`src/rtl/adder_arbiter.sv`:
```
// adder_arbiter
//   Round-robin arbiter that shares one external combinational adder between
//   NREQ requesters. Each cycle at most one valid request is granted, its
//   operands are steered onto the adder, and the resulting sum is captured
//   together with the winner's index in a single-entry response slot that
//   honours consumer backpressure.
//
// Ports
//   clk        rising-edge clock
//   reset_n    synchronous active-low reset
//   req_valid  per-requester request valid
//   req_ready  per-requester accept (one-hot or zero, combinational)
//   req_a      packed operand a, requester i at [i*WIDTH +: WIDTH]
//   req_b      packed operand b, same packing
//   add_a      operand a to the shared adder
//   add_b      operand b to the shared adder
//   add_sum    sum returned by the shared adder
//   rsp_valid  response slot full
//   rsp_ready  consumer accepts the response
//   rsp_id     index of the requester that produced rsp_sum
//   rsp_sum    registered sum
//   busy_cnt   saturating count of accepted requests
module adder_arbiter #(
    parameter int NREQ  = 4,
    parameter int WIDTH = 8,
    parameter int IDW   = $clog2(NREQ)
) (
    input  logic                  clk,
    input  logic                  reset_n,
    input  logic [NREQ-1:0]       req_valid,
    output logic [NREQ-1:0]       req_ready,
    input  logic [NREQ*WIDTH-1:0] req_a,
    input  logic [NREQ*WIDTH-1:0] req_b,
    output logic [WIDTH-1:0]      add_a,
    output logic [WIDTH-1:0]      add_b,
    input  logic [WIDTH-1:0]      add_sum,
    output logic                  rsp_valid,
    input  logic                  rsp_ready,
    output logic [IDW-1:0]        rsp_id,
    output logic [WIDTH-1:0]      rsp_sum,
    output logic [15:0]           busy_cnt
);

    logic [IDW-1:0]   ptr;
    logic [IDW-1:0]   next_ptr;
    logic             slot_free;
    logic             grant_valid;
    logic [IDW-1:0]   grant_idx;
    logic [IDW-1:0]   cand;
    logic [WIDTH-1:0] op_a [NREQ];
    logic [WIDTH-1:0] op_b [NREQ];

    // Unpack the flat operand buses into per-requester arrays.
    always_comb begin
        for (int unsigned i = 0; i < NREQ; i++) begin
            op_a[i] = req_a[i*WIDTH +: WIDTH];
            op_b[i] = req_b[i*WIDTH +: WIDTH];
        end
    end

    // The slot can take a new result if it is empty or being drained now.
    assign slot_free = !rsp_valid || rsp_ready;

    // Round-robin search starting at ptr. Gating with reset_n keeps the
    // arbiter quiet (no accept, zero adder operands) while reset is held.
    always_comb begin
        grant_valid = 1'b0;
        grant_idx   = '0;
        cand        = '0;
        if (reset_n && slot_free) begin
            for (int unsigned k = 0; k < NREQ; k++) begin
                cand = IDW'((32'(ptr) + k) % 32'(NREQ));
                if (!grant_valid && req_valid[cand]) begin
                    grant_valid = 1'b1;
                    grant_idx   = cand;
                end
            end
        end
    end

    always_comb begin
        req_ready = '0;
        if (grant_valid) begin
            req_ready[grant_idx] = 1'b1;
        end
    end

    always_comb begin
        add_a = '0;
        add_b = '0;
        if (grant_valid) begin
            add_a = op_a[grant_idx];
            add_b = op_b[grant_idx];
        end
    end

    // Explicit wrap so non-power-of-two NREQ also returns to zero.
    assign next_ptr = (grant_idx == IDW'(NREQ - 1)) ? '0 : grant_idx + 1'b1;

    always_ff @(posedge clk) begin
        if (!reset_n) begin
            ptr       <= '0;
            rsp_valid <= 1'b0;
            rsp_id    <= '0;
            rsp_sum   <= '0;
            busy_cnt  <= '0;
        end else begin
            if (grant_valid) begin
                rsp_valid <= 1'b1;
                rsp_id    <= grant_idx;
                rsp_sum   <= add_sum;
                ptr       <= next_ptr;
                if (busy_cnt != '1) begin
                    busy_cnt <= busy_cnt + 16'd1;
                end
            end else if (rsp_ready) begin
                rsp_valid <= 1'b0;
            end
        end
    end

endmodule

```
`config.mk`:
```
export PLATFORM = sky130hd
export DESIGN_NAME = adder_arbiter
export DESIGN_NICKNAME = d
export VERILOG_FILES = /design/src/rtl/adder_arbiter.sv
export SDC_FILE = /design/constraint.sdc
export NUM_CORES = 1
export LEC_CHECK = 0
export ABC_CLOCK_PERIOD_IN_PS = 3220
export CORE_UTILIZATION = 33
export CTS_CLUSTER_DIAMETER = 120
export DETAILED_ROUTE_END_ITERATION = 10
export PLACE_DENSITY_LB_ADDON = 0.3
export RECOVER_POWER = 100
export REMOVE_ABC_BUFFERS = 1
export SLEW_MARGIN = 20
export SYNTH_ARGS = -nofsm -noshare
export SYNTH_HDL_FRONTEND = slang
export SYNTH_SLANG_ARGS = --single-unit
```
`constraint.sdc`:
```
create_clock -name clk -period 3.22 [get_ports clk]
set_clock_uncertainty 0.1 [all_clocks]
set_input_delay 0.966 -clock clk [delete_from_list [all_inputs] [get_ports clk]]
set_output_delay 0.966 -clock clk [all_outputs]
set_load 0.1 [all_outputs]
```
==> reports/metrics.cfg <==
[run_status]
outcome=finished with violations
failed_checks=setup timing

[layout]
layout-drive-gt1-share=0.321
stdcell_area_um2=3980
nFillCells=430
diodes=0
seqCellArea_um2=581
nets=451
areaGrowthSynthToFinish_pct=110
multi_input_area_um2=1620
fin_cells=440

[power_and_ir_drop]
power.total_uw=1770
p_clk_frac=0.186
p_seq_frac=0.230
p_leak_uw=0.00155
pwr_density_cell_nw_per_um2=444
power.switching_uw=766
switching_share=0.433
combPwrFrac=0.584
peakVddDrop_v=0.000271
power.internal_uw=1000

[placed_design]
dp_hpwl_mm=4.93
pre_cts_ws_ns=-1.07
placed_area_um2=3500
dpl.cell_count=425
globalplace.congestion=0.789
io_buffers=125

[timing]
finalHoldViolCount=0
max_slew_margin=0.209
period_share=1.12
max_clock_freq_ghz=0.278
setup_ws_ns=-0.373
min_period_ns=3.59
rsz0062_at_grt=yes
setup_violations=20
tightest_slew_ns=1.19
slew_viol_final=0

[critical_path]
crit_top_cell=buf_12
arrival_ns=2.53
cp_slowest_stage_delay_ns=0.23
critPathBufInv=5
r2r-start=ptr[1]
crit_type=in2out
startpoint=req_valid[0]
crit_path_top_delay_cell=mux2i_2
path_delay_family=buffers and inverters
cp.required_ns=2.15
cp-end-kind=output port
worstPathMaxFanout=7
path_cells=buf_8, mux2i_4, nor2_2, buf_4, nor3b_4, buf_6, buf_12, mux2i_2, o22ai_2, buf_12
startpoint_type=primary input

[floorplan]
dieArea_um2=6060
die_h_um=77.9
die_w_um=77.9
num_rows=27
ios=126
start_util=0.343
core-area_um2=5540

[clock_network]
cts_root_buf=clkbuf_8
clockBufferDepth=2
insertion_delay_ns=0.28
path_clk_slew_ns=0.06
cts.sinks=29
cts_tree=yes
htree_levels=2
numCtsBuffers=5

[drt]
dr.first_iter.drc_count=76
remaining_drc_errors=0
vias=2303
wl_per_cell_um=15.6
wirelength_mm=6.86
first_pass_iters=4
via_per_inst=5.23
ant_nets=0

[global_routing]
grt_pass1_vias=2228
antenna_found_initial=0
grt_max_degree=32
grt_overflow=0
grt_pass1_wl_mm=10.9
track_usage=0.230

[synth]
synth-seq-cells=29
synth_top_area_frac=0.306
ys_types=41
synth_area_leader_cell=dfxtp_1
yosysWarnings=0
syn_area_um2=1900
synth_cells=221
avgSynthCellArea_um2=8.59
synthTopCellsByArea=dfxtp_1, mux2i_1, nand2_1
ys_seq_area_frac=0.306

[run]
maxCapViolCount=0

[hold_path]
hp-class=reg2reg
min_from=rsp_sum[1]

-- placed cells by master, fill, tap and decap left out, drive strengths merged, types with 5 or more instances in the layout --
cell / netlist / final
nand3: 15 / 15
clkbuf: 5 / 35
dfxtp: 29 / 29
nor3: 5 / 5
nand2: 36 / 36
buf: 6 / 48
clkdlybuf4s50: 0 / 72
and2: 10 / 10
mux2i: 40 / 40
nand4: 6 / 6
inv: 5 / 5
ha: 5 / 5
o22ai: 17 / 17
-- power groups by stage --
stage / combinational (µW) / sequential, µW / clock [µW]
floorplan: 392 / 543 / 0
global placement: 880 / 410 / 0
detailed placement: 887 / 411 / 0
CTS: 1020 / 405 / 336
global route: 1070 / 409 / 348
finish: 1030 / 406 / 329
-- worst paths after layout --
kind,endpoint,depth (start not counted),slack [ns]
setup reg to reg,ptr[1],11,1.10
hold / removal,rsp_sum[1],2,0.35
setup / recovery,add_a[4],10,-0.37
hold reg to reg,rsp_sum[1],2,0.35
-- state kept, by name (all words and copies together) (netlist names) --
register and count:
ptr 2, rsp_sum 8, busy_cnt 16, rsp_valid 1
rsp_id 2
-- final cells by class --
| class | count | area share |
|---|---|---|
| clock buffers | 7 | 0.0242 |
| clock inverters | 1 | 0.00126 |
| inverters | 5 | 0.00723 |
| multi-input cells | 176 | 0.407 |
| flip-flops and latches | 29 | 0.146 |
| well taps | 72 | 0.0226 |
| repair buffers | 150 | 0.391 |
-- worst register-to-register path: cells and delay by family, from the launching register on --
family / cells / cell delay, ns
muxes: 1 / 0.30
buffers and inverters: 4 / 0.48
AOI/OAI and AO/OA: 1 / 0.06
DFF: 1 / 0.47
adders and majority gates: 1 / 0.19
and+or+nand+nor: 4 / 0.41
-- synthesized netlist by cell type, drive strengths merged --
| cell type | instances |
|---|---|
| buf | 6 |
| ha | 5 |
| nand3b | 1 |
| and3 | 2 |
| clkbuf | 5 |
| and2 | 10 |
| o21ai | 4 |
| a31o | 1 |
| nand2b | 4 |
| o22ai | 17 |
| nand3 | 15 |
| a211o | 1 |
| xor2 | 2 |
| a21boi | 4 |
| o31ai | 2 |
| nor3b | 1 |
| mux2i | 40 |
| xnor2 | 2 |
| dfxtp | 29 |
| or4 | 1 |
| or2 | 1 |
| nand4 | 6 |
| o21a | 1 |
| and4 | 1 |
| or3 | 2 |
| a21oi | 3 |
| nand2 | 36 |
| nor2 | 3 |
| a41oi | 1 |
| inv | 5 |
| o211ai | 2 |
| nor4 | 3 |
| nor3 | 5 |
-- per-stage QoR --
stage               hold WS (ns)  setup TNS (ns)  utilization
floorplan                  0.394          -51.80            -
global placement           0.342          -19.16        0.632
detailed placement         0.348          -20.41        0.632
CTS                        0.358           -6.33        0.723
global route               0.383           -8.02        0.718
finish                     0.354           -6.71        0.718
-- repair_timing --
action	in CTS	in global routing
pin swaps	16	7
hold buffers	0	0
buffers inserted	7	3
setup endpoints to repair	20	20
cloned	1	0
gates resized for setup	92	21
-- cells by family (layout without fill, tap and decap cells) --
group                    count (synthesis)  count (layout)  share of synthesized area
XOR/XNOR                                 4               4                     0.0184
buffers and inverters                   16             163                     0.0435
AO/OA/AOI/OAI                           36              36                      0.130
flip-flops                              29              29                      0.306
AND/OR/NAND/NOR                         91              91                      0.258
multiplexers                            40              40                      0.211
adder cells (fa/ha/maj)                  5               5                     0.0329
-- layer usage --
| metal | share of wire | GRT usage |
|---|---|---|
| met3 | 0.065 | 0.0494 |
| met1 | 0.38 | 0.247 |
| met5 | 0 | 0 |
| met4 | 0.023 | 0.102 |
| met2 | 0.53 | 0.427 |
Note: power is estimated with default switching activity, not from simulation.
==> variant: new RTL, config.mk and constraints unchanged <==
Put one more register stage on the output `busy_cnt`, without a reset. The value now appears one clock later. The other outputs are not delayed to match.
--- a/src/rtl/adder_arbiter.sv
+++ b/src/rtl/adder_arbiter.sv
@@ -41,4 +41,6 @@
     output logic [15:0]           busy_cnt
 );
+
+    logic [15:0] busy_cnt_s0;
 
     logic [IDW-1:0]   ptr;
@@ -104,5 +106,5 @@
             rsp_id    <= '0;
             rsp_sum   <= '0;
-            busy_cnt  <= '0;
+            busy_cnt_s0 <= '0;
         end else begin
             if (grant_valid) begin
@@ -111,6 +113,6 @@
                 rsp_sum   <= add_sum;
                 ptr       <= next_ptr;
-                if (busy_cnt != '1) begin
-                    busy_cnt <= busy_cnt + 16'd1;
+                if (busy_cnt_s0 != '1) begin
+                    busy_cnt_s0 <= busy_cnt_s0 + 16'd1;
                 end
             end else if (rsp_ready) begin
@@ -120,4 +122,8 @@
     end
 
+    always_ff @(posedge clk) begin
+        busy_cnt <= busy_cnt_s0;
+    end
+
 endmodule
 
Behaviour: not the same (a bounded check fails within 4 cycles, from zero or initial values and one cycle with reset_n low).
==> variant against the unedited design <==
  * The flow still finishes with violations (setup timing)
  * Sequential cell count is 16 higher
  * Total power is 14% higher
  * Register-to-register slack worse by 0.34 ns
  * Design area is 12% higher
  * Setup slack hardly changed
  * Count of clock-buffer cells in the layout is 1 lower
  * Area after synthesis is 12% higher
  * Utilization is 1.9 points higher
  * Via count is 7.2% higher
  * Wire length is 24% higher
  * Maximum frequency hardly changed
  * Critical path depth stayed put
  * Largest cell class is now non-clock buffers
  * Largest power group unchanged
==> variant: results (changes against the unedited design) <==
CP max FO = 5 (was 7)
synth unique cells = 27 (was 41)
most common library cells after synthesis = 45 x dfxtp_1, 37 x mux2i_1, 35 x nand2_1 (was 40 x mux2i_1, 36 x nand2_1, 29 x dfxtp_1)
top flop regs = busy_cnt (16), busy_cnt_s0 (16), rsp_sum (8) (was busy_cnt (16), rsp_sum (8))
Synth Instances = 240 (was 221)
total CTS buffers = 5 (unchanged)
setup ws final = -0.3738 ns (was -0.3735 ns)
run status = complete, but fails checks (unchanged)
Place WS = -0.8170 ns (was -1.072 ns)
Tightest Pin Transition = 0.3302 ns (was 1.192 ns)
hold_sp = busy_cnt_s0[9]$_SDFFE_PN0P_ (was rsp_sum[1]$_SDFFE_PN0P_)
Synth warnings = 0 (unchanged)
clk_lat worst skew = 0.30 ns (was 0.28 ns)
Worst R2R Path Depth = 6 (was 11)
Worst Path Arrival = 2.53 ns (about the same)
nets = 478 (was 451)
Vias per Instance = 5.242 (was 5.234)
Reg2Reg Capture Point = busy_cnt_s0[15]$_SDFFE_PN0P_ (was ptr[1]$_SDFFE_PN0P_)
final setup fails = 20 (unchanged)
Critical R2R Launch = rsp_valid$_SDFFE_PN0P_ (was ptr[1]$_SDFFE_PN0P_)
Tot GR Track Use = 24.29% (was 22.99%)
htree depth = 2 (unchanged)
crit-path leading delay family = simple AND/OR/NAND/NOR gates (was buffers and inverters)
CP peak stage delay = 0.44 ns (was 0.23 ns)
first-pass GRT wire length = 12.20 mm (was 10.89 mm)
R2R setup slack = 0.76 ns (was 1.10 ns)
top post-synthesis cells by area = dfxtp_1 42%, mux2i_1 17%, nand2_1 6.2%, o22ai_1 5.3%, nand3_1 3.3% (was dfxtp_1 31%, mux2i_1 21%, nand2_1 7.1%, o22ai_1 5.6%, nand3_1 3.7%)
switching part of the total = 40.80% (was 43.34%)
post-DP HPWL = 5.231 mm (was 4.935 mm)
clock-pin slew of the registers on the worst-case setup and hold paths = 0.08 ns (was 0.06 ns)
share of cells above drive strength 1 = 37.72% (was 32.07%)
asr flop ratio synth = 0% (unchanged)
Starting DRT DRC Count = 153 (was 76)
worst hold path depth = 0 (was 2)
hold slack = 0.2838 ns (was 0.3536 ns)
CTS max path bufs = 2 (unchanged)
hold crit path type = reg2reg (unchanged)
violated checks = setup timing (unchanged)
Filler cells = 408 (was 430)
port bufs = 125 (unchanged)
Routed WL per cell = 18.04 um (was 15.60 um)
initial antenna violation count = 0 (unchanged)
Final Wtd Congestion = 0.7950 (was 0.7890)
post-synthesis sequential area ratio = 42.40% (was 30.57%)
leakage = 1.767 nW (was 1.546 nW)
via count = 2469 (was 2303)
ANT nets after route = 0 (unchanged)
Root Buffer = clkbuf_8 (unchanged)
Hold Crit Endpoint = busy_cnt[9]$_DFF_P_ (was rsp_sum[1]$_SDFFE_PN0P_)
predominant post-synthesis flop cell = dfxtp_1 (unchanged)
largest net degree at the start of global routing = 21 (was 32)
Worst VDD drop = 0.0003416 V (was 0.0002710 V)
Crit-path slowest cell = or3_4 (was mux2i_2)
drt pass-1 iters = 4 (unchanged)
vias in the first global route = 2433 (was 2228)
DP Cell Count = 452 (was 425)
variant: how the worst max path moves through the flow:
| stage | endpoint | depth (start not counted) | from |
|---|---|---|---|
| floorplan | add_a[0] | 4 | reset_n |
| global placement | req_ready[2] | 8 | req_valid[0] |
| detailed placement | req_ready[0] | 8 | req_valid[0] |
| CTS | req_ready[3] | 10 | req_valid[0] |
| global route | req_ready[1] | 10 | req_valid[2] |
| finish | req_ready[2] | 10 | req_valid[0] |
variant: layout make-up:
cell class | count | area share (%)
Inverter | 8 | 0.7841
Multi-Input combinational cell | 176 | 35.56
Sequential cell | 45 | 20.16
Clock buffer | 6 | 1.624
Antenna cell | 1 | 0.05601
Timing Repair Buffer | 158 | 39.48
Tap cell | 75 | 2.100
Clock inverter | 2 | 0.2240
variant: per-stage QoR:
stage / cell area, um^2 / total power, mW / setup TNS, ns
floorplan: 2079 / 1.109 / -33.98
global placement: 3777 / 1.449 / -15.13
detailed placement: 3777 / 1.459 / -16.21
CTS: 4392 / 1.972 / -5.723
global route: 4466 / 2.088 / -7.003
finish: 4468 / 2.016 / -6.224
variant: power groups by stage:
stage	registers, mW	logic, mW	clock network, mW
6_report	0.605	1.08	0.331
5_1_grt	0.609	1.11	0.365
4_1_cts	0.604	1.03	0.335
3_5_place_dp	0.614	0.845	0
3_3_place_gp	0.612	0.837	0
2_1_floorplan	0.736	0.373	0
variant: timing repair:
item                                    in CTS  in global routing
cloned                                       2                  0
pin swaps                                   20                  8
buffers inserted                            10                  0
gates resized for setup                    104                 17
endpoints found under the setup margin      25                 20
variant: logic make-up after synthesis:
family / synth area share [%]
xor gates and xnor gates: 1.237
DFF: 42.40
buffers and inverters: 3.533
AOI/OAI and AO/OA: 12.31
and+or+nand+nor: 20.14
adders and majority gates: 2.945
muxes: 17.43
variant: layer usage:
layer,up-vias,track usage [%],part of all wire (%)
met5,-,0,0
met4,0,9.649,2.1
met3,15,6.264,6.0
met2,97,45.37,55
met1,1180,25.72,37
li1,1177,-,-
